<file path="config.mk">
export PLATFORM = sky130hd
export DESIGN_NAME = alu_mul_param_flat
export DESIGN_NICKNAME = d
export VERILOG_FILES = /design/src/rtl/riscv_pkg.sv /design/src/rtl/cdb_if.sv /design/src/rtl/seq_mul_core.sv /design/src/rtl/alu_mul_param.sv /design/src/flat_wrapper.sv
export SDC_FILE = /design/constraint.sdc
export NUM_CORES = 1
export LEC_CHECK = 0
export BUFFER_PORTS_ARGS = -buffer_cell sky130_fd_sc_hd__buf_2
export CAP_MARGIN = 20
export CORE_ASPECT_RATIO = 1.5
export CORE_MARGIN = 1
export CORE_UTILIZATION = 60
export CTS_BUF_LIST = sky130_fd_sc_hd__clkbuf_8
export CTS_CLUSTER_DIAMETER = 60
export CTS_CLUSTER_SIZE = 28
export DETAILED_ROUTE_END_ITERATION = 8
export GPL_ROUTABILITY_DRIVEN = 0
export HOLD_SLACK_MARGIN = 0.06
export PLACE_DENSITY = 0.81
export SLEW_MARGIN = 20
export SYNTH_ARGS = -nofsm -noshare
export SYNTH_HDL_FRONTEND = slang
export SYNTH_HIERARCHICAL = 1
export SYNTH_SLANG_ARGS = --single-unit
</file>
<file path="constraint.sdc">
create_clock -name clk -period 3.75 [get_ports clk]
set_input_delay 0.1875 -clock clk [delete_from_list [all_inputs] [get_ports clk]]
set_output_delay 0.1875 -clock clk [all_outputs]
set_load 0.03 [all_outputs]
</file>
<file path="src/rtl/riscv_pkg.sv">
// Shared core types: ALU control encodings, the reservation-station issue bundle, and tag sizing.
package riscv_pkg;

  localparam int unsigned XLEN      = 32;
  localparam int unsigned TAG_WIDTH = 6;

  typedef enum logic [3:0] {
    ALU_ADD    = 4'd0,
    ALU_SUB    = 4'd1,
    ALU_AND    = 4'd2,
    ALU_OR     = 4'd3,
    ALU_MUL    = 4'd8,
    ALU_MULH   = 4'd9,
    ALU_MULHSU = 4'd10,
    ALU_MULHU  = 4'd11
  } alu_ctrl_e;

  typedef struct packed {
    logic                 valid;
    logic [XLEN-1:0]      operand_a;
    logic [XLEN-1:0]      operand_b;
    alu_ctrl_e            alu_ctrl;
    logic [TAG_WIDTH-1:0] dest_tag;
  } rs_fu_s;

endpackage

</file>
<file path="src/rtl/cdb_if.sv">
// Common data bus: one request/payload lane per producer, one grant per producer.
interface cdb_if
  import riscv_pkg::*;
#(
  parameter int unsigned NUM_PROD   = 1,
  parameter int unsigned DATA_WIDTH = 32,
  parameter int unsigned TAG_W      = TAG_WIDTH
);

  logic [NUM_PROD-1:0]                 req;
  logic [NUM_PROD-1:0]                 grant;
  logic [NUM_PROD-1:0]                 exception_in;
  logic [NUM_PROD-1:0][TAG_W-1:0]      tag_in;
  logic [NUM_PROD-1:0][DATA_WIDTH-1:0] data_in;

  modport producer (
    output req,
    output tag_in,
    output data_in,
    output exception_in,
    input  grant
  );

  modport arbiter (
    input  req,
    input  tag_in,
    input  data_in,
    input  exception_in,
    output grant
  );

endinterface

</file>
<file path="src/rtl/seq_mul_core.sv">
// Unsigned shift-add multiplier retiring BPC multiplier bits per cycle over WIDTH/BPC cycles.
module seq_mul_core #(
  parameter int unsigned WIDTH = 32,
  parameter int unsigned BPC   = 1
) (
  input  logic                 clk,
  input  logic                 rst,
  input  logic                 start,
  input  logic [WIDTH-1:0]     mag_a,
  input  logic [WIDTH-1:0]     mag_b,
  output logic                 done,
  output logic [2*WIDTH-1:0]   product
);

  localparam int unsigned N  = WIDTH / BPC;
  localparam int unsigned CW = (N > 1) ? $clog2(N) : 1;
  localparam int unsigned AW = WIDTH + BPC;
  localparam logic [CW-1:0] CNT_LAST = CW'(N - 1);

  logic              busy_q, busy_d;
  logic [CW-1:0]     cnt_q, cnt_d;
  logic [AW-1:0]     acc_q, acc_d;
  logic [WIDTH-1:0]  a_q, a_d;
  logic [WIDTH-1:0]  q_q, q_d;
  logic [AW-1:0]     sum;
  logic [AW+WIDTH-1:0] shifted;

  // One iteration: add mag_a * low digit of Q, then shift {acc, Q} right by one digit.
  always_comb begin
    busy_d  = busy_q;
    cnt_d   = cnt_q;
    acc_d   = acc_q;
    a_d     = a_q;
    q_d     = q_q;
    sum     = acc_q + AW'(a_q) * AW'(q_q[BPC-1:0]);
    shifted = {sum, q_q} >> BPC;
    if (start) begin
      busy_d = 1'b1;
      cnt_d  = CNT_LAST;
      acc_d  = '0;
      a_d    = mag_a;
      q_d    = mag_b;
    end else if (busy_q) begin
      acc_d = shifted[AW+WIDTH-1:WIDTH];
      q_d   = shifted[WIDTH-1:0];
      cnt_d = cnt_q - CW'(1);
      if (cnt_q == '0) begin
        busy_d = 1'b0;
      end
    end
  end

  always_ff @(posedge clk) begin
    if (rst) begin
      busy_q <= 1'b0;
      cnt_q  <= '0;
      acc_q  <= '0;
      a_q    <= '0;
      q_q    <= '0;
    end else begin
      busy_q <= busy_d;
      cnt_q  <= cnt_d;
      acc_q  <= acc_d;
      a_q    <= a_d;
      q_q    <= q_d;
    end
  end

  // The top digit of acc is always clear once the final shift has happened.
  assign done    = busy_q && (cnt_q == '0);
  assign product = {acc_q[WIDTH-1:0], q_q};

endmodule

</file>
<file path="src/rtl/alu_mul_param.sv">
// RV32M multiply functional unit: sign prep, iterative core, sign fix-up and a one-entry CDB result buffer.
module alu_mul_param
  import riscv_pkg::*;
#(
  parameter int unsigned ID    = 0,
  parameter int unsigned WIDTH = 32,
  parameter int unsigned BPC   = 1
) (
  input  logic    clk,
  input  logic    rst,
  input  rs_fu_s  alu_in,
  output logic    free,
  cdb_if.producer cdb
);

  localparam int unsigned PW = 2 * WIDTH;

  localparam logic [1:0] S_IDLE = 2'd0;
  localparam logic [1:0] S_CALC = 2'd1;
  localparam logic [1:0] S_FIX  = 2'd2;

  logic [1:0]            state_q, state_d;
  alu_ctrl_e             ctrl_q, ctrl_d;
  logic [TAG_WIDTH-1:0]  tag_q, tag_d;
  logic                  neg_q, neg_d;
  logic                  valid_out_q, valid_out_d;
  logic [WIDTH-1:0]      data_out_q, data_out_d;
  logic [TAG_WIDTH-1:0]  tag_out_q, tag_out_d;
  logic                  free_q;

  logic [WIDTH-1:0] op_a, op_b, mag_a, mag_b;
  logic             sign_a, sign_b, start;
  logic             core_done;
  logic [PW-1:0]    prod, prod_s;
  logic [WIDTH-1:0] result;
  logic             grant;

  assign grant = cdb.grant[ID];

  // Sign prep on the live issue bundle; the core latches the magnitudes on start.
  always_comb begin
    op_a   = alu_in.operand_a[WIDTH-1:0];
    op_b   = alu_in.operand_b[WIDTH-1:0];
    sign_a = ((alu_in.alu_ctrl == ALU_MULH) || (alu_in.alu_ctrl == ALU_MULHSU)) && op_a[WIDTH-1];
    sign_b = (alu_in.alu_ctrl == ALU_MULH) && op_b[WIDTH-1];
    mag_a  = sign_a ? (~op_a + WIDTH'(1)) : op_a;
    mag_b  = sign_b ? (~op_b + WIDTH'(1)) : op_b;
    start  = (state_q == S_IDLE) && alu_in.valid;
  end

  seq_mul_core #(
    .WIDTH (WIDTH),
    .BPC   (BPC)
  ) u_core (
    .clk     (clk),
    .rst     (rst),
    .start   (start),
    .mag_a   (mag_a),
    .mag_b   (mag_b),
    .done    (core_done),
    .product (prod)
  );

  always_comb begin
    prod_s = neg_q ? (~prod + PW'(1)) : prod;
    case (ctrl_q)
      ALU_MUL:                         result = prod_s[WIDTH-1:0];
      ALU_MULH, ALU_MULHSU, ALU_MULHU: result = prod_s[PW-1:WIDTH];
      default:                         result = '0;
    endcase
  end

  // Next state; a FIX write into the buffer takes priority over a same-cycle grant clear.
  always_comb begin
    state_d     = state_q;
    ctrl_d      = ctrl_q;
    tag_d       = tag_q;
    neg_d       = neg_q;
    valid_out_d = valid_out_q;
    data_out_d  = data_out_q;
    tag_out_d   = tag_out_q;
    if (grant) begin
      valid_out_d = 1'b0;
    end
    case (state_q)
      S_IDLE: begin
        if (alu_in.valid) begin
          ctrl_d  = alu_in.alu_ctrl;
          tag_d   = alu_in.dest_tag;
          neg_d   = sign_a ^ sign_b;
          state_d = S_CALC;
        end
      end
      S_CALC: begin
        if (core_done) begin
          state_d = S_FIX;
        end
      end
      S_FIX: begin
        if (!valid_out_q || grant) begin
          valid_out_d = 1'b1;
          data_out_d  = result;
          tag_out_d   = tag_q;
          state_d     = S_IDLE;
        end
      end
      default: state_d = S_IDLE;
    endcase
  end

  always_ff @(posedge clk) begin
    if (rst) begin
      state_q     <= S_IDLE;
      ctrl_q      <= ALU_ADD;
      tag_q       <= '0;
      neg_q       <= 1'b0;
      valid_out_q <= 1'b0;
      data_out_q  <= '0;
      tag_out_q   <= '0;
      free_q      <= 1'b1;
    end else begin
      state_q     <= state_d;
      ctrl_q      <= ctrl_d;
      tag_q       <= tag_d;
      neg_q       <= neg_d;
      valid_out_q <= valid_out_d;
      data_out_q  <= data_out_d;
      tag_out_q   <= tag_out_d;
      free_q      <= (state_d == S_IDLE);
    end
  end

  assign free                 = free_q;
  assign cdb.req[ID]          = valid_out_q;
  assign cdb.tag_in[ID]       = tag_out_q;
  assign cdb.data_in[ID]      = data_out_q;
  assign cdb.exception_in[ID] = 1'b0;

endmodule

</file>
<file path="src/flat_wrapper.sv">
// flat-port wrapper written by rule: the top's interface ports become plain ports
module alu_mul_param_flat import riscv_pkg::*;
#(
  parameter int unsigned ID    = 0,
  parameter int unsigned WIDTH = 32,
  parameter int unsigned BPC   = 1
)
  (clk, rst, alu_in, free, cdb_req, cdb_tag_in, cdb_data_in, cdb_exception_in, cdb_grant);
  cdb_if #(.NUM_PROD(1), .DATA_WIDTH(32)) cdb_i ();
  input  logic clk;
  input  logic rst;
  input  rs_fu_s alu_in;
  output logic free;
  output wire logic [$bits(cdb_i.req)-1:0] cdb_req;
  output wire logic [$bits(cdb_i.tag_in)-1:0] cdb_tag_in;
  output wire logic [$bits(cdb_i.data_in)-1:0] cdb_data_in;
  output wire logic [$bits(cdb_i.exception_in)-1:0] cdb_exception_in;
  input wire logic [$bits(cdb_i.grant)-1:0] cdb_grant;
  assign cdb_req = cdb_i.req;
  assign cdb_tag_in = cdb_i.tag_in;
  assign cdb_data_in = cdb_i.data_in;
  assign cdb_exception_in = cdb_i.exception_in;
  assign cdb_i.grant = cdb_grant;
  alu_mul_param #(.ID(ID), .WIDTH(WIDTH), .BPC(BPC)) u_core (.clk(clk), .rst(rst), .alu_in(alu_in), .free(free), .cdb(cdb_i));
endmodule
</file>
==> out/results.txt <==
ratio of cells with drive above 1 in the final layout -> 13.7%
cells taking the most area after synthesis -> dfxtp_1 (28%), mux2i_1 (9.3%), nor2_1 (7.4%)
headroom to the max-slew limit -> 40.0%
final wirelength -> 31400 um
synthesis-to-finish area growth -> 10.7%
kind of critical path -> reg2reg
max cap viols -> 0
initial antenna violation count -> 0
type of origin of the critical path -> flip-flop
Max Clock Freq -> 303 MHz
Final Max Slew Viols -> 0
Resized Gates After CTS -> 0
Mapped Cells -> 1438
area of the multi-input gates -> 7680 sq um
number of fill cells -> 1543
total negative slack -> 0 ns
#FFs+latches synth -> 155
global route total overflow -> 0
Post-Syn Area -> 11200 sq um
Synth Net Count -> 1554
WP data arrival -> 3.65 ns
ys async rst share -> 0%
FF/Latch Area -> 3100 sq um
P_leak -> 5.20 nW
# rows -> 60
Root Buffer -> clkbuf_8
minimum clock period -> 3.30 ns
CP max FO -> 18
Post-synth EDFFs -> 0
status -> completed
unrepaired setup endpoints after global routing -> no
final instance area -> 12400 sq um
worst-path cell with the longest stage delay -> dfxtp_1
Initial Util -> 62.0%
die area -> 19200 sq um
total CTS buffers -> 17
Reg clk slew, reported paths -> 0.09 ns
Crit path required time -> 4.10 ns
crit share post-route -> 88.0%
pre-CTS WS -> 0.608 ns
worst-skew pair later-pin latency -> 0.48 ns
CTS HTree Levels -> 4
via count -> 11.1k
Routed Antenna Nets -> 0
Seq/Total Area, Yosys -> 27.7%
Die Ht -> 169 um
Core ar. -> 18100 sq um
Synth warnings -> 6
Detailed Place HPWL -> 23300 um
# DRC -> 0
vias in the first global route -> 10.4k
VDD IR max -> 0.226 mV
setup violators final -> 0
fin worst setup slack -> 0.451 ns
Cell Chain, Critical Path -> and2_1, ha_1, fa_1, a21o_1, a311oi_1, o21a_1, a21oi_2, a41o_1, a211oi_2, xor2_1, o21ai_1
Clock Sink Count -> 155
syn avg cell area -> 7.80 sq um
n_diodes -> 0
# IOs -> 119
slew at the pin closest to its max-slew limit -> 0.888 ns
CP peak stage delay -> 0.50 ns
HP Class -> in2reg
Cell Area, Placed -> 11900 sq um
initial drt markers -> 787
CTS Hold Bufs -> 14
first-pass GRT wire length -> 50900 um
die width -> 114 um
fin nets -> 1635
area leader, netlist -> dfxtp_1
Post-CTS Repair Setup Buffers -> 0
Most used DFF post-synth -> dfxtp_1
Synth cell types -> 86
PnR Total Power -> 0.00380 W
Inst Count DP -> 1734
DR vias/cell -> 6.24
Pwr per Cell Area -> 306 nW/um^2
CTS tree -> done
Tot GR Track Use -> 33.0%
largest net degree at the start of global routing -> 65
DRT Pass-1 Iters -> 6
Hold Vio Cnt, Final -> 0
Port Buffers -> 117
skew final -> 0.0157 ns
maximum clock path buffer count -> 2
Worst Setup End Kind -> flip-flop
final std cells w/o fill -> 1780
wire length per cell -> 17.6 um
post-synth top area share -> 27.7%
synthesized netlist by cell type, drive strengths merged, types with 4 or more instances:
cell type and count:
a221oi 4, clkbuf 69, or4 16, dfxtp 155
a21o 19, nand4 24, a22oi 21, nor3 29
and4 7, nand2b 12, o31ai 20, nand3 20
and2 38, o21ai 75, nor2 222, o22ai 9
a31oi 16, o41ai 14, ha 37, a31o 5
or2 10, xnor2 70, nor2b 8, nand2 100
or3 17, nor3b 4, a21oi 114, nor4 25
buf 15, inv 26, a211oi 13, mux2i 104
a311oi 5, and3 4, o21bai 6, o311ai 5
a21boi 4, xor2 55
cell usage in the layout (no fill, tap or decap), types with 5 or more instances in the layout:
cell	netlist	routed
buf_2	3	117
or2_2	9	9
a311oi_1	5	5
a21oi_1	113	112
o21ai_1	14	14
nand2b_1	12	12
and2_1	38	38
inv_1	26	26
o21ai_0	61	61
nor2b_1	8	8
clkbuf_8	0	17
nand4_1	24	24
a22oi_1	21	21
ha_1	37	37
nand3_1	20	20
nor3_1	27	27
or4_1	12	12
buf_4	2	15
xnor2_1	70	70
a21o_1	19	19
and4_1	7	7
o31ai_1	19	19
nor2_1	220	220
a31oi_1	14	14
o22ai_1	9	9
or3_1	15	15
nor4_1	21	20
xor2_1	55	55
nand2_1	100	100
dfxtp_1	155	154
o21bai_1	6	6
o41ai_1	11	11
dlygate4sd3_1	0	14
mux2i_1	104	104
a211oi_1	11	11
power breakdown:
group	internal, W	switching, W	total, W
sequential	0.00171	0.0000972	0.00181
combinational	0.000312	0.000464	0.000775
clock	0.000535	0.000680	0.00122
worst max-delay path, delay by kind of cell, from the launching register on:
family | cells | cell delay [ns]
fa+ha+maj | 2 | 0.62
simple gates | 1 | 0.24
compound gates | 7 | 1.62
flops | 1 | 0.50
xor+xnor | 1 | 0.18
registers in the layout (all words and copies together) (netlist names), 2 cells and up:
signal / cells
u_core/tag_q: 6
u_core/cdb.tag_in: 6
u_core/u_core/q_q: 32
u_core/u_core/cnt_q: 5
u_core/u_core/a_q: 32
u_core/state_q: 2
u_core/cdb.data_in: 32
u_core/ctrl_q: 4
u_core/u_core/acc_q: 32
stage by stage:
step / hold slack (ns) / utilization, %
after floorplan: 0.323 / -
after global placement: 0.430 / 65.8
after detailed placement: 0.436 / 65.8
after CTS: 0.0647 / 68.6
after global routing: 0.0807 / 68.6
final: 0.0804 / 68.6
routing by layer:
layer  wire length, um  vias up  GRT usage (%)  part of all wire [%]
li1                  -     5344              -                     -
met1             12100     5127           36.3                    38
met2             15600      495           58.4                    50
met3              2040      138           6.46                   6.5
met4              1750        0           19.5                   5.6
met5                 0        -              0                     0
final timing paths:
kind / slack, ns / end / start / cells past startpoint
hold / removal: 0.08 / u_core/u_core/q_q[9] / alu_in[19] / 4
setup / recovery: 0.45 / u_core/u_core/acc_q[25] / u_core/u_core/q_q[0] / 11
setup reg to reg: 0.45 / u_core/u_core/acc_q[25] / u_core/u_core/q_q[0] / 11
hold reg to reg: 0.46 / u_core/tag_q[2] / u_core/tag_q[2] / 2
cell families (layout without fill, tap and decap cells):
kind of cell	count (synthesis)	in the layout	share of synthesized area, %
AOI/OAI and AO/OA	353	353	20.6
xor gates and xnor gates	125	125	9.77
adders and majority gates	38	38	4.31
buffers and inverters	111	205	3.88
DFF	155	155	27.7
muxes	105	105	9.39
other	1	1	0.0335
and+or+nand+nor	550	550	24.4
cell type report:
class | count | share of cell area [%]
clock buffer | 17 | 1.88
clock inverter | 15 | 1.15
inverter | 27 | 0.836
multi-input combinational | 1172 | 61.9
sequential | 155 | 25.0
tap | 248 | 2.50
timing repair buffer | 146 | 6.75
(Power assumes the default switching activity.)
